### src/rtl/alu_pkg.sv
// rtl/alu_pkg.sv - shared op codes, instruction fields, FSM states and ALU status bits
package alu_pkg;

    typedef enum logic [2:0] {
        OP_ADD = 3'd0,
        OP_SUB = 3'd1,
        OP_MUL = 3'd2,
        OP_AND = 3'd3,
        OP_OR  = 3'd4,
        OP_XOR = 3'd5,
        OP_LT  = 3'd6,
        OP_LDI = 3'd7
    } op_e;

    typedef enum logic [1:0] {
        ST_IDLE,
        ST_ISSUE,
        ST_WB
    } state_e;

    localparam int INSTR_W = 12;
    localparam int OP_MSB  = 11;
    localparam int OP_LSB  = 9;
    localparam int RD_MSB  = 8;
    localparam int RD_LSB  = 7;
    localparam int RS1_MSB = 6;
    localparam int RS1_LSB = 5;
    localparam int RS2_MSB = 4;
    localparam int RS2_LSB = 3;
    localparam int IMM_MSB = 3;
    localparam int IMM_LSB = 0;

    localparam int STAT_C  = 1;
    localparam int STAT_LT = 2;

endpackage

### src/rtl/alu_seq_ctrl_if.sv
// rtl/alu_seq_ctrl_if.sv - instruction valid/ready handshake into the sequencer
interface alu_seq_ctrl_if;

    logic                        instr_valid;
    logic                        instr_ready;
    logic [alu_pkg::INSTR_W-1:0] instr;

    modport master (
        output instr_valid,
        output instr,
        input  instr_ready
    );

    modport slave (
        input  instr_valid,
        input  instr,
        output instr_ready
    );

endinterface

### src/rtl/alu_regfile.sv
// rtl/alu_regfile.sv - 4-entry register file with two operand reads, debug read and paired writes
module alu_regfile #(
    parameter int DW = 4
) (
    input  logic          clk,
    input  logic          rst,
    input  logic [1:0]    rd_addr0,
    output logic [DW-1:0] rd_data0,
    input  logic [1:0]    rd_addr1,
    output logic [DW-1:0] rd_data1,
    input  logic [1:0]    dbg_addr,
    output logic [DW-1:0] dbg_data,
    input  logic          we0,
    input  logic [1:0]    waddr0,
    input  logic [DW-1:0] wdata0,
    input  logic          we1,
    input  logic [1:0]    waddr1,
    input  logic [DW-1:0] wdata1
);

    logic [DW-1:0] regs [4];

    // Clear on reset; otherwise commit either write port (MUL uses both, never the same entry)
    always_ff @(posedge clk) begin
        if (rst) begin
            for (int i = 0; i < 4; i++) begin
                regs[i] <= '0;
            end
        end else begin
            if (we0) begin
                regs[waddr0] <= wdata0;
            end
            if (we1) begin
                regs[waddr1] <= wdata1;
            end
        end
    end

    assign rd_data0 = regs[rd_addr0];
    assign rd_data1 = regs[rd_addr1];
    assign dbg_data = regs[dbg_addr];

endmodule

### src/rtl/alu_seq_ctrl.sv
// rtl/alu_seq_ctrl.sv - issue/writeback sequencer driving an external registered 4-bit ALU
module alu_seq_ctrl
    import alu_pkg::*;
#(
    parameter int ALU_LAT = 1,
    parameter int DW      = 4
) (
    input  logic          clk,
    input  logic          rst,
    alu_seq_ctrl_if.slave bus,
    output logic [2:0]    alu_opn,
    output logic [DW-1:0] alu_a,
    output logic [DW-1:0] alu_b,
    input  logic [DW-1:0] alu_out0,
    input  logic [DW-1:0] alu_out1,
    input  logic [DW-1:0] alu_status,
    output logic          flag_c,
    output logic          flag_lt,
    output logic          done,
    input  logic [1:0]    dbg_addr,
    output logic [DW-1:0] dbg_data
);

    localparam int CW = (ALU_LAT > 1) ? $clog2(ALU_LAT) : 1;

    state_e        state;
    op_e           op_q;
    logic [1:0]    rd_q;
    logic [DW-1:0] imm_q;
    logic [CW-1:0] cnt;

    logic [DW-1:0] rs1_data;
    logic [DW-1:0] rs2_data;
    logic          we0;
    logic          we1;
    logic [1:0]    waddr0;
    logic [1:0]    waddr1;
    logic [DW-1:0] wdata0;
    logic [DW-1:0] wdata1;

    op_e           op_in;
    logic          unused_status;

    assign op_in         = op_e'(bus.instr[OP_MSB:OP_LSB]);
    assign unused_status = ^{alu_status[DW-1:STAT_LT+1], alu_status[STAT_C-1:0]};
    assign bus.instr_ready = (state == ST_IDLE);

    alu_regfile #(.DW(DW)) u_regfile (
        .clk      (clk),
        .rst      (rst),
        .rd_addr0 (bus.instr[RS1_MSB:RS1_LSB]),
        .rd_data0 (rs1_data),
        .rd_addr1 (bus.instr[RS2_MSB:RS2_LSB]),
        .rd_data1 (rs2_data),
        .dbg_addr (dbg_addr),
        .dbg_data (dbg_data),
        .we0      (we0),
        .waddr0   (waddr0),
        .wdata0   (wdata0),
        .we1      (we1),
        .waddr1   (waddr1),
        .wdata1   (wdata1)
    );

    // Writeback decode: only active during WB, MUL's high nibble goes to the next register (wrapping)
    always_comb begin
        we0    = 1'b0;
        we1    = 1'b0;
        waddr0 = rd_q;
        waddr1 = rd_q + 2'd1;
        wdata0 = alu_out0;
        wdata1 = alu_out1;
        if (state == ST_WB) begin
            case (op_q)
                OP_ADD, OP_SUB, OP_AND, OP_OR, OP_XOR: we0 = 1'b1;
                OP_MUL: begin
                    we0 = 1'b1;
                    we1 = 1'b1;
                end
                OP_LDI: begin
                    we0    = 1'b1;
                    wdata0 = imm_q;
                end
                default: ;
            endcase
        end
    end

    // Sequencer: accept in IDLE, wait out ALU latency in ISSUE, commit flags and pulse done in WB
    always_ff @(posedge clk) begin
        if (rst) begin
            state   <= ST_IDLE;
            op_q    <= OP_ADD;
            rd_q    <= '0;
            imm_q   <= '0;
            cnt     <= '0;
            alu_opn <= '0;
            alu_a   <= '0;
            alu_b   <= '0;
            flag_c  <= 1'b0;
            flag_lt <= 1'b0;
            done    <= 1'b0;
        end else begin
            done <= 1'b0;
            case (state)
                ST_IDLE: begin
                    if (bus.instr_valid) begin
                        op_q  <= op_in;
                        rd_q  <= bus.instr[RD_MSB:RD_LSB];
                        imm_q <= bus.instr[IMM_MSB:IMM_LSB];
                        cnt   <= '0;
                        if (op_in == OP_LDI) begin
                            state <= ST_WB;
                        end else begin
                            alu_opn <= op_in;
                            alu_a   <= rs1_data;
                            alu_b   <= rs2_data;
                            state   <= ST_ISSUE;
                        end
                    end
                end
                ST_ISSUE: begin
                    if (cnt == CW'(ALU_LAT - 1)) begin
                        state <= ST_WB;
                    end else begin
                        cnt <= cnt + CW'(1);
                    end
                end
                ST_WB: begin
                    if (op_q == OP_ADD || op_q == OP_SUB) begin
                        flag_c <= alu_status[STAT_C];
                    end
                    if (op_q == OP_LT) begin
                        flag_lt <= alu_status[STAT_LT];
                    end
                    done  <= 1'b1;
                    state <= ST_IDLE;
                end
                default: state <= ST_IDLE;
            endcase
        end
    end

endmodule

### src/flat_wrapper.sv
// flat-port wrapper written by rule: the top's interface ports become plain ports
module alu_seq_ctrl_flat import alu_pkg::*;
#(
    parameter int ALU_LAT = 1,
    parameter int DW      = 4
)
  (clk, rst, alu_opn, alu_a, alu_b, alu_out0, alu_out1, alu_status, flag_c, flag_lt, done, dbg_addr, dbg_data, bus_instr_valid, bus_instr, bus_instr_ready);
  alu_seq_ctrl_if bus_i ();
  input  logic clk;
  input  logic rst;
  output logic [2:0] alu_opn;
  output logic [DW-1:0] alu_a;
  output logic [DW-1:0] alu_b;
  input  logic [DW-1:0] alu_out0;
  input  logic [DW-1:0] alu_out1;
  input  logic [DW-1:0] alu_status;
  output logic flag_c;
  output logic flag_lt;
  output logic done;
  input  logic [1:0] dbg_addr;
  output logic [DW-1:0] dbg_data;
  input wire logic [$bits(bus_i.instr_valid)-1:0] bus_instr_valid;
  input wire logic [$bits(bus_i.instr)-1:0] bus_instr;
  output wire logic [$bits(bus_i.instr_ready)-1:0] bus_instr_ready;
  assign bus_i.instr_valid = bus_instr_valid;
  assign bus_i.instr = bus_instr;
  assign bus_instr_ready = bus_i.instr_ready;
  alu_seq_ctrl #(.ALU_LAT(ALU_LAT), .DW(DW)) u_core (.clk(clk), .rst(rst), .bus(bus_i), .alu_opn(alu_opn), .alu_a(alu_a), .alu_b(alu_b), .alu_out0(alu_out0), .alu_out1(alu_out1), .alu_status(alu_status), .flag_c(flag_c), .flag_lt(flag_lt), .done(done), .dbg_addr(dbg_addr), .dbg_data(dbg_data));
endmodule
### config.mk
export PLATFORM = sky130hd
export DESIGN_NAME = alu_seq_ctrl_flat
export DESIGN_NICKNAME = d
export VERILOG_FILES = /design/src/rtl/alu_pkg.sv /design/src/rtl/alu_seq_ctrl_if.sv /design/src/rtl/alu_regfile.sv /design/src/rtl/alu_seq_ctrl.sv /design/src/flat_wrapper.sv
export SDC_FILE = /design/constraint.sdc
export NUM_CORES = 1
export LEC_CHECK = 0
export ABC_AREA = 1
export BUFFER_PORTS_ARGS = -buffer_cell sky130_fd_sc_hd__buf_2
export CELL_PAD_IN_SITES_DETAIL_PLACEMENT = 0
export CELL_PAD_IN_SITES_GLOBAL_PLACEMENT = 1
export CORE_ASPECT_RATIO = 1.25
export CORE_MARGIN = 2
export CORE_UTILIZATION = 35
export CTS_CLUSTER_DIAMETER = 50
export DETAILED_ROUTE_END_ITERATION = 10
export PLACE_DENSITY = 0.86
export SETUP_SLACK_MARGIN = 0.5
export SYNTH_ARGS = -nofsm -noshare
export SYNTH_HDL_FRONTEND = slang
export SYNTH_SLANG_ARGS = --single-unit
### constraint.sdc
create_clock -name clk -period 1.5 [get_ports clk]
set_clock_uncertainty 0.1 [all_clocks]
set_input_delay 0.225 -clock clk [delete_from_list [all_inputs] [get_ports clk]]
set_output_delay 0.225 -clock clk [all_outputs]
set_load 0.02 [all_outputs]
== Yosys cells after proc, flatten, opt, wreduce, memory -nomap -nowiden ==
Memories as Yosys holds them, arrays and structs flattened. A register that Yosys moved wholly into a read port is not among the register bits.
Index checks and enable logic that the tools add are counted.

* Register bits: 18
* RAM bits: 16
* Memories kept: 1
* Input port bits: 29
* Output and inout bits: 19

{| class="wikitable"
|+ Memory list
! memory !! depth !! width !! rd ports !! clocked after Yosys merged registers in !! wr ports !! RTL line !! text
|-
| u_core.u_regfile.regs || 4 || 4 || 3 || 2 || 4 || alu_regfile.sv:21 || <nowiki>logic [DW-1:0] regs [4];</nowiki>
|}

* Equal/unequal tests: 12
* Reduce and logical (&&, ||, !) cells: 13
* Bitwise gates (word level): 1
* Multiplexer cells: 28
* $add $sub $neg: 2

{| class="wikitable"
|+ Operator list
! cell !! count
|-
| two-way mux 1 bit || 17
|-
| two-way mux 4 bit || 4
|-
| equality test 3 bit (second input constant) || 5
|-
| two-way mux 2 bit || 5
|-
| AND reduction 2 bit || 5
|-
| OR reduction 4 bit || 2
|-
| OR reduction 7 bit || 1
|-
| equality test 3 x 2 -> 1 bit (second input constant) || 2
|-
| inequality test 2 bit (second input constant) || 2
|-
| one-hot mux 2 bit (2 select lines) || 1
|-
| equality test 3 x 1 -> 1 bit (second input constant) || 1
|-
| logical NOT 3 bit || 1
|-
| AND reduction 3 bit || 1
|-
| adder 2 x 1 -> 2 bit (second input constant) || 1
|-
| equality test 2 x 1 -> 1 bit (second input constant) || 1
|-
| equality test 2 bit (second input constant) || 1
|-
| logical NOT 2 bit || 1
|-
| one-hot mux 1 bit (2 select lines) || 1
|-
| nonzero test 2 bit || 1
|-
| adder 1 bit (second input constant) || 1
|-
| logical OR 1 bit || 1
|-
| NOT 1 bit || 1
|}

== Longest topological paths before layout ==
Gate-level depths: netlist of the first run.

* Depth after elaboration: 9
* Mapped depth: 7
* Depth with buffers taken out: 7

== Cells and area by module ==
Synthesis of the first run repeated with hierarchy kept, for this count alone.

* Cells, all modules: 328
* Area total of the unflattened synthesis: 2331.0 um2

{| class="wikitable"
|+ By module, submodules not included
! module !! cells each !! times used !! area each (um2) !! seq. area each (um2)
|-
| alu_regfile || 171 || 1 || 1239.9 || 480.5
|-
| alu_seq_ctrl || 157 || 1 || 1091.0 || 500.5
|}

== Worst setup path before layout of the first run ==
No wires, ideal clock.

* Path kind: reg2reg
* From: register u_core.op_q[1]
* To: memory u_core.u_regfile.regs[0][0], enable pin
* Setup slack: 0.003 ns
* Path buffers: 0
* Stages on the path, launching flop included: 5
* Arrival time: 1.062 ns
* Cell sequence: dfxtp_1 > inv_1 > nor3_1 > nand2_2 > o21ai_1

{| class="wikitable"
|+ RTL lines
! what !! RTL line !! text
|-
| from (decl) || alu_seq_ctrl.sv:27 || <nowiki>op_e op_q;</nowiki>
|-
| from (signal assigned) || alu_seq_ctrl.sv:108 || <nowiki>op_q <= op_in;</nowiki>
|-
| to (decl) || alu_regfile.sv:21 ||
|}

==> results.cfg, run 1 <==
[cells_and_area]
drive_gt1_share_pct = 55.5
area.growth.synth_to_final_pct = 60.0
layoutNonFillerInstCount = 447
antenna_cells = 0
nNetsFinal = 390
final_common_cell = nand2_1
most-common-layout-cells = 44 x nand2_1, 27 x buf_2, 24 x buf_6

[worst_setup_path]
critPathArrivalTime_ns = 1.36
path_max_fanout = 5
criticalPathCategory = reg -> reg
worstPathRequired_ns = 1.38
reg2reg_from = u_core.state[0]
critPathLaunchType = flop
cp_top_family = flip-flops
cpPeakStageDelay_ns = 0.38
ff2ff_path_depth = 5
rrSetupSlack_ns = 0.03
path_buf_inv = 1
cp.depth = 5
slowest_stage = dfxtp_4
r2r-end = u_core.u_regfile.regs[2][2]
end_kind = flop
crit_path_frequent_cell = nand2_4
crit_chain = inv_4 -> nand2_4 -> nor2_4 -> nand2_4 -> o21ai_4

[power_and_ir_drop]
powerDensity_nw_per_um2 = 836
p_switching_w = 0.000880
seq_power_share_pct = 45.1
p_int_w = 0.00204
sw_frac_of_total_pct = 30.1
p_leak_nw = 1.46
p_comb_share_pct = 25.6
ir_drop_v = 0.000604
clkPwrFrac_pct = 29.3

[cts]
clk_pin_slew_ns = 0.08
clock-sinks = 41
cts_max_level = 2
cts_tree = done
hold_buffers = 0
numCtsBuffers = 5
cts_buffer_depth = 2
worstSkewPairLatency_ns = 0.29
cts_root_buf = clkbuf_8

[global_routing]
grt_pass1_wl_um = 9680
grt_pass1_vias = 2108
grt_use_total_pct = 18.3
grt_overflow = 0
grt_start_max_net_pins = 19
antenna_found_initial = 0

[sta]
setup_violations = 0
period_needed_ns = 1.47
post-route-period-util_pct = 98.3
hold_viol = 0
maxSlewHeadroom_pct = 79.3
fmax_mhz = 678
timing.hold.ws_ns = 0.0843
slew_violations = 0
tightestPinTransition_ns = 0.311
rsz0062_at_grt = yes

[synthesis]
yosysSeqAreaShare_pct = 45.0
synth.area.top_cells = dfxtp_1 23%, edfxtp_1 22%, nand2_1 10%
netlist_area_um2 = 2180
syn_nets = 323
ys_ff_latch = 41
synth_area_leader_cell = dfxtp_1
ys_types = 25
yosys_warnings = 0
yosys.area.top_type_share_pct = 22.9
syn_area_per_cell_um2 = 7.42
synthCells = 294

[placed_design]
dp_hpwl_um = 4270
portBuffers = 45
gp_congestion = 0.919
dpl.cell_count = 419

[routing]
detail_route.iter0.violations = 86
routed-via-count = 2243
drcViolationCount = 0
wl_per_cell_um = 14.3
final_antenna_net_count = 0
wl_um = 6400
drtPass1Iterations = 4
vias_per_cell = 5.02

[die]
start_util_pct = 35.9
core-area_um2 = 6090
ios = 48
fp.dieH_um = 92.3
fp.dieArea_um2 = 6890
die_w_um = 74.6
rows = 32

[worst_hold_path]
hold_path_startpoint = bus_instr[7]
hp-class = in -> reg
hold_path_depth = 3
whs_endpoint = u_core.rd_q[0]

[run_status]
status = completed

[flow_run]
drv_cap = 0
## registers in the layout (all words and copies together), names as in the netlist
register and count:
u_core.state 2, u_core.op_q 3, u_core.alu_opn 3, u_core.u_regfile.regs 16, u_core.flag_lt 1, u_core.alu_b 4
u_core.rd_q 2, u_core.flag_c 1, u_core.imm_q 4, u_core.done 1, u_core.alu_a 4
## timing repair
item,4_1_cts,5_1_grt
gates resized for setup,97,52
pin swaps,28,26
setup buffers,14,4
setup endpoints to repair,74,74
gates cloned,1,1
## power by group through the flow
stage	Clock [W]	Combinational, W	Sequential (W)
2_1_floorplan	0	0.000310	0.00134
5_1_grt	0.000907	0.000807	0.00132
6_report	0.000855	0.000747	0.00132
3_5_place_dp	0	0.000498	0.00132
4_1_cts	0.000871	0.000631	0.00131
3_3_place_gp	0	0.000494	0.00132
## cells by family after synthesis
kind of cell | synth area share (%)
buffers and inverters | 8.66
AOI/OAI and AO/OA | 17.8
and+or+nand+nor | 28.6
DFF | 45.0
## cell type report
cell class / instances / area (µm²)
clock buffer: 8 / 111
fill: 559 / 2590
inverter: 34 / 158
multi-input combinational: 209 / 1470
sequential: 41 / 1020
tap: 85 / 106
timing repair buffer: 70 / 628
## layer usage
metal / routed length (µm) / share of wire (%) / vias up / GRT usage (%)
li1: - / - / 1136 / -
met5: 0 / 0 / - / 0
met1: 2510 / 39 / 1043 / 20.4
met2: 3560 / 56 / 55 / 32.4
met3: 229 / 3.6 / 9 / 3.96
met4: 96 / 1.5 / 0 / 8.04
## metrics by stage
stage / setup WS (ns) / power, W / cell area, µm² / utilization, % / setup TNS [ns]
6_report: 0.0250 / 0.00292 / 3490 / 57.4 / 0
5_1_grt: -0.0200 / 0.00304 / 3490 / 57.4 / -0.110
4_1_cts: 0.00335 / 0.00281 / 3230 / 53.1 / 0
3_5_place_dp: 0.0384 / 0.00182 / 2650 / 43.6 / 0
3_3_place_gp: 0.0643 / 0.00181 / 2650 / 43.6 / 0
2_1_floorplan: 0.173 / 0.00165 / 2350 / - / 0
## synthesized netlist by cell type (all sizes together)
library cell / instances
a21oi: 32
a31oi: 1
buf: 7
clkbuf: 4
dfxtp: 25
edfxtp: 16
inv: 34
nand2: 63
nand3: 11
nand4: 16
nor2: 40
nor3: 3
nor4: 1
o211ai: 6
o21ai: 34
o22ai: 1
## worst min-delay path, cell delays in order
cell	delay [ns]
buf_2	0.08
o21ai_2	0.05
nor2_1	0.09
## worst max path at each step
stage	start	to	slack, ns
after floorplan	u_core.op_q[1]	u_core.u_regfile.regs[1][0]	0.17
final	u_core.state[0]	u_core.u_regfile.regs[2][2]	0.03
after detailed placement	u_core.state[1]	u_core.u_regfile.regs[2][0]	0.04
after global placement	u_core.op_q[1]	u_core.u_regfile.regs[2][0]	0.06
after global routing	u_core.u_regfile.regs[1][0]	dbg_data[0]	-0.02
after CTS	u_core.u_regfile.regs[1][0]	dbg_data[0]	0.003
No activity file was read; power rests on OpenSTA's default activity.
==> run 2: changes to the inputs <==
--- a/config.mk
+++ b/config.mk
@@ -14,6 +14,7 @@
 export CORE_UTILIZATION = 35
 export CTS_CLUSTER_DIAMETER = 50
 export DETAILED_ROUTE_END_ITERATION = 10
+export MAX_ROUTING_LAYER = met4
 export PLACE_DENSITY = 0.86
 export SETUP_SLACK_MARGIN = 0.5
 export SYNTH_ARGS = -nofsm -noshare
==> run 2 against run 1 <==
  * The flow now finishes with violations (setup timing)
  * Cell area grew 7.9%
  * Clock power is essentially flat
  * Power grew 4.2%
  * Clock-buffer cell count is the same
  * Global-route usage grew 2.2 points
  * Worst hold slack lost 0.019 ns
==> results.cfg, run 2 (same netlist as run 1, synthesis figures left out) <==
[worst_setup_path]
reg2reg_from = u_core.state[0]
critPathArrivalTime_ns = 1.19
path_max_fanout = 2
r2r-end = u_core.alu_b[3]
worstPathRequired_ns = 1.17
critPathLaunchType = flop
crit_end = dbg_data[1]
rrSetupSlack_ns = 0.02
criticalPathCategory = reg -> out
startpoint = u_core.u_regfile.regs[1][1]
end_kind = output port
ff2ff_path_depth = 8
crit_chain = inv_2 -> o21ai_1 -> a21oi_1 -> a21oi_2 -> buf_4
cpPeakStageDelay_ns = 0.40
slowest_stage = edfxtp_1

[routing]
routed-via-count = 2403
vias_per_cell = 5.11
detail_route.iter0.violations = 64
drcViolationCount = 0
drtPass1Iterations = 5
final_antenna_net_count = 0
wl_per_cell_um = 15.1
wl_um = 7080

[sta]
maxSlewHeadroom_pct = 71.9
period_needed_ns = 1.51
slew_violations = 0
fin_ws_ns = -0.0144
setup_violations = 1
fmax_mhz = 660
tightestPinTransition_ns = 0.422
post-route-period-util_pct = 101
rsz0062_at_grt = yes
hold_viol = 0

[cells_and_area]
final_common_cell = nand2_1
largest_reg_flops = 16
nNetsFinal = 413
regMostFlops = u_core.u_regfile.regs
antenna_cells = 0
postLayoutCellArea_um2 = 3770
most-common-layout-cells = 40 x nand2_1, 33 x buf_6, 27 x buf_2, 27 x buf_4, 20 x inv_1
layoutNonFillerInstCount = 470
drive_gt1_share_pct = 60.0
area.growth.synth_to_final_pct = 72.6

[power_and_ir_drop]
ir_drop_v = 0.000594
p_leak_nw = 1.60
powerDensity_nw_per_um2 = 808

[cts]
cts_root_buf = clkbuf_8
cts_tree = done
clock-sinks = 41
cts_max_level = 2
hold_buffers = 0
worstSkewPairLatency_ns = 0.29
cts_buffer_depth = 2
numCtsBuffers = 5
clk_pin_slew_ns = 0.08

[placed_design]
gp_congestion = 0.909
dpl_cell_area_um2 = 2660
portBuffers = 45
dpl.cell_count = 420
dp_hpwl_um = 4320

[worst_hold_path]
hp-class = in -> reg

[run_status]
violations = setup timing
status = finished with violations

[global_routing]
antenna_found_initial = 0
grt_pass1_wl_um = 10300
grt_pass1_vias = 2236
grt_use_total_pct = 20.6
grt_overflow = 0
grt_start_max_net_pins = 19

[die]
rows = 32
ios = 48
start_util_pct = 35.9
fp.dieH_um = 92.3
die_w_um = 74.6
fp.dieArea_um2 = 6890
core-area_um2 = 6090

[flow_run]
drv_cap = 0
==> run 2: cell types whose count changed in the layout (fill, tap and decap cells not counted), moves of 2 or more <==
cell     change
nand3_1      +2
nor2_2       +2
buf_4       +14
nand2_4      +3
buf_6        +9
nand2_1      -4
nand3_2      -3
a21oi_2      -3
o21ai_1      -5
a21oi_1      +3
o21ai_4      +4
==> run 2: metrics by stage <==
step,hold slack (ns),total power [W],setup slack (ns),utilization [%],setup TNS [ns]
after floorplan,0.269,0.00165,0.173,-,0
after global placement,0.344,0.00181,0.0804,43.7,0
after detailed placement,0.351,0.00182,0.0673,43.7,0
after CTS,0.0534,0.00291,-0.00762,56.2,-0.00762
after global routing,0.0879,0.00316,-0.0675,61.9,-0.586
final,0.0657,0.00304,-0.0144,61.9,-0.0144
==> run 2: critical path, delay by kind of cell (launching register included) <==
family                 cells  cell delay (ns)
buffers and inverters      2             0.23
AO/OA/AOI/OAI              3             0.26
flip-flops                 1             0.40
==> run 2: layer usage <==
metal | vias to the layer above | part of all wire [%] | track usage, %
met5 | - | 0 | -
met4 | 0 | 4.1 | 8.04
met3 | 21 | 3.9 | 3.30
met2 | 86 | 55 | 36.6
met1 | 1122 | 37 | 22.2
li1 | 1174 | - | -
==> run 2: power breakdown <==
part / internal, W / switching [W]
registers: 0.00124 / 0.0000749
logic: 0.000396 / 0.000474
clock network: 0.000476 / 0.000383
total: 0.00211 / 0.000932
==> run 2: how the worst min path moves through the flow <==
stage / startpoint / to / cells after the start
floorplan: bus_instr[9] / u_core.op_q[0] / 2
global placement: u_core.imm_q[2] / u_core.imm_q[2] / 2
detailed placement: u_core.flag_lt / u_core.flag_lt / 2
CTS: bus_instr[7] / u_core.rd_q[0] / 3
global route: bus_instr[7] / u_core.rd_q[0] / 3
finish: bus_instr[7] / u_core.rd_q[0] / 3
==> run 2: layout make-up <==
cell class,instances,area [µm²]
Fill cell,542,2320
Multi-Input combinational cell,209,1550
Sequential cell,41,1020
Timing Repair Buffer,92,817
Inverter,34,153
Clock buffer,8,111
Tap cell,85,106
Timing Repair inverter,1,16.3
==> run 2: repair_timing <==
item | CTS | global route
gates cloned | 2 | 1
setup endpoints to repair | 74 | 74
resized for setup | 118 | 61
pin swaps | 46 | 36
setup buffers | 26 | 13
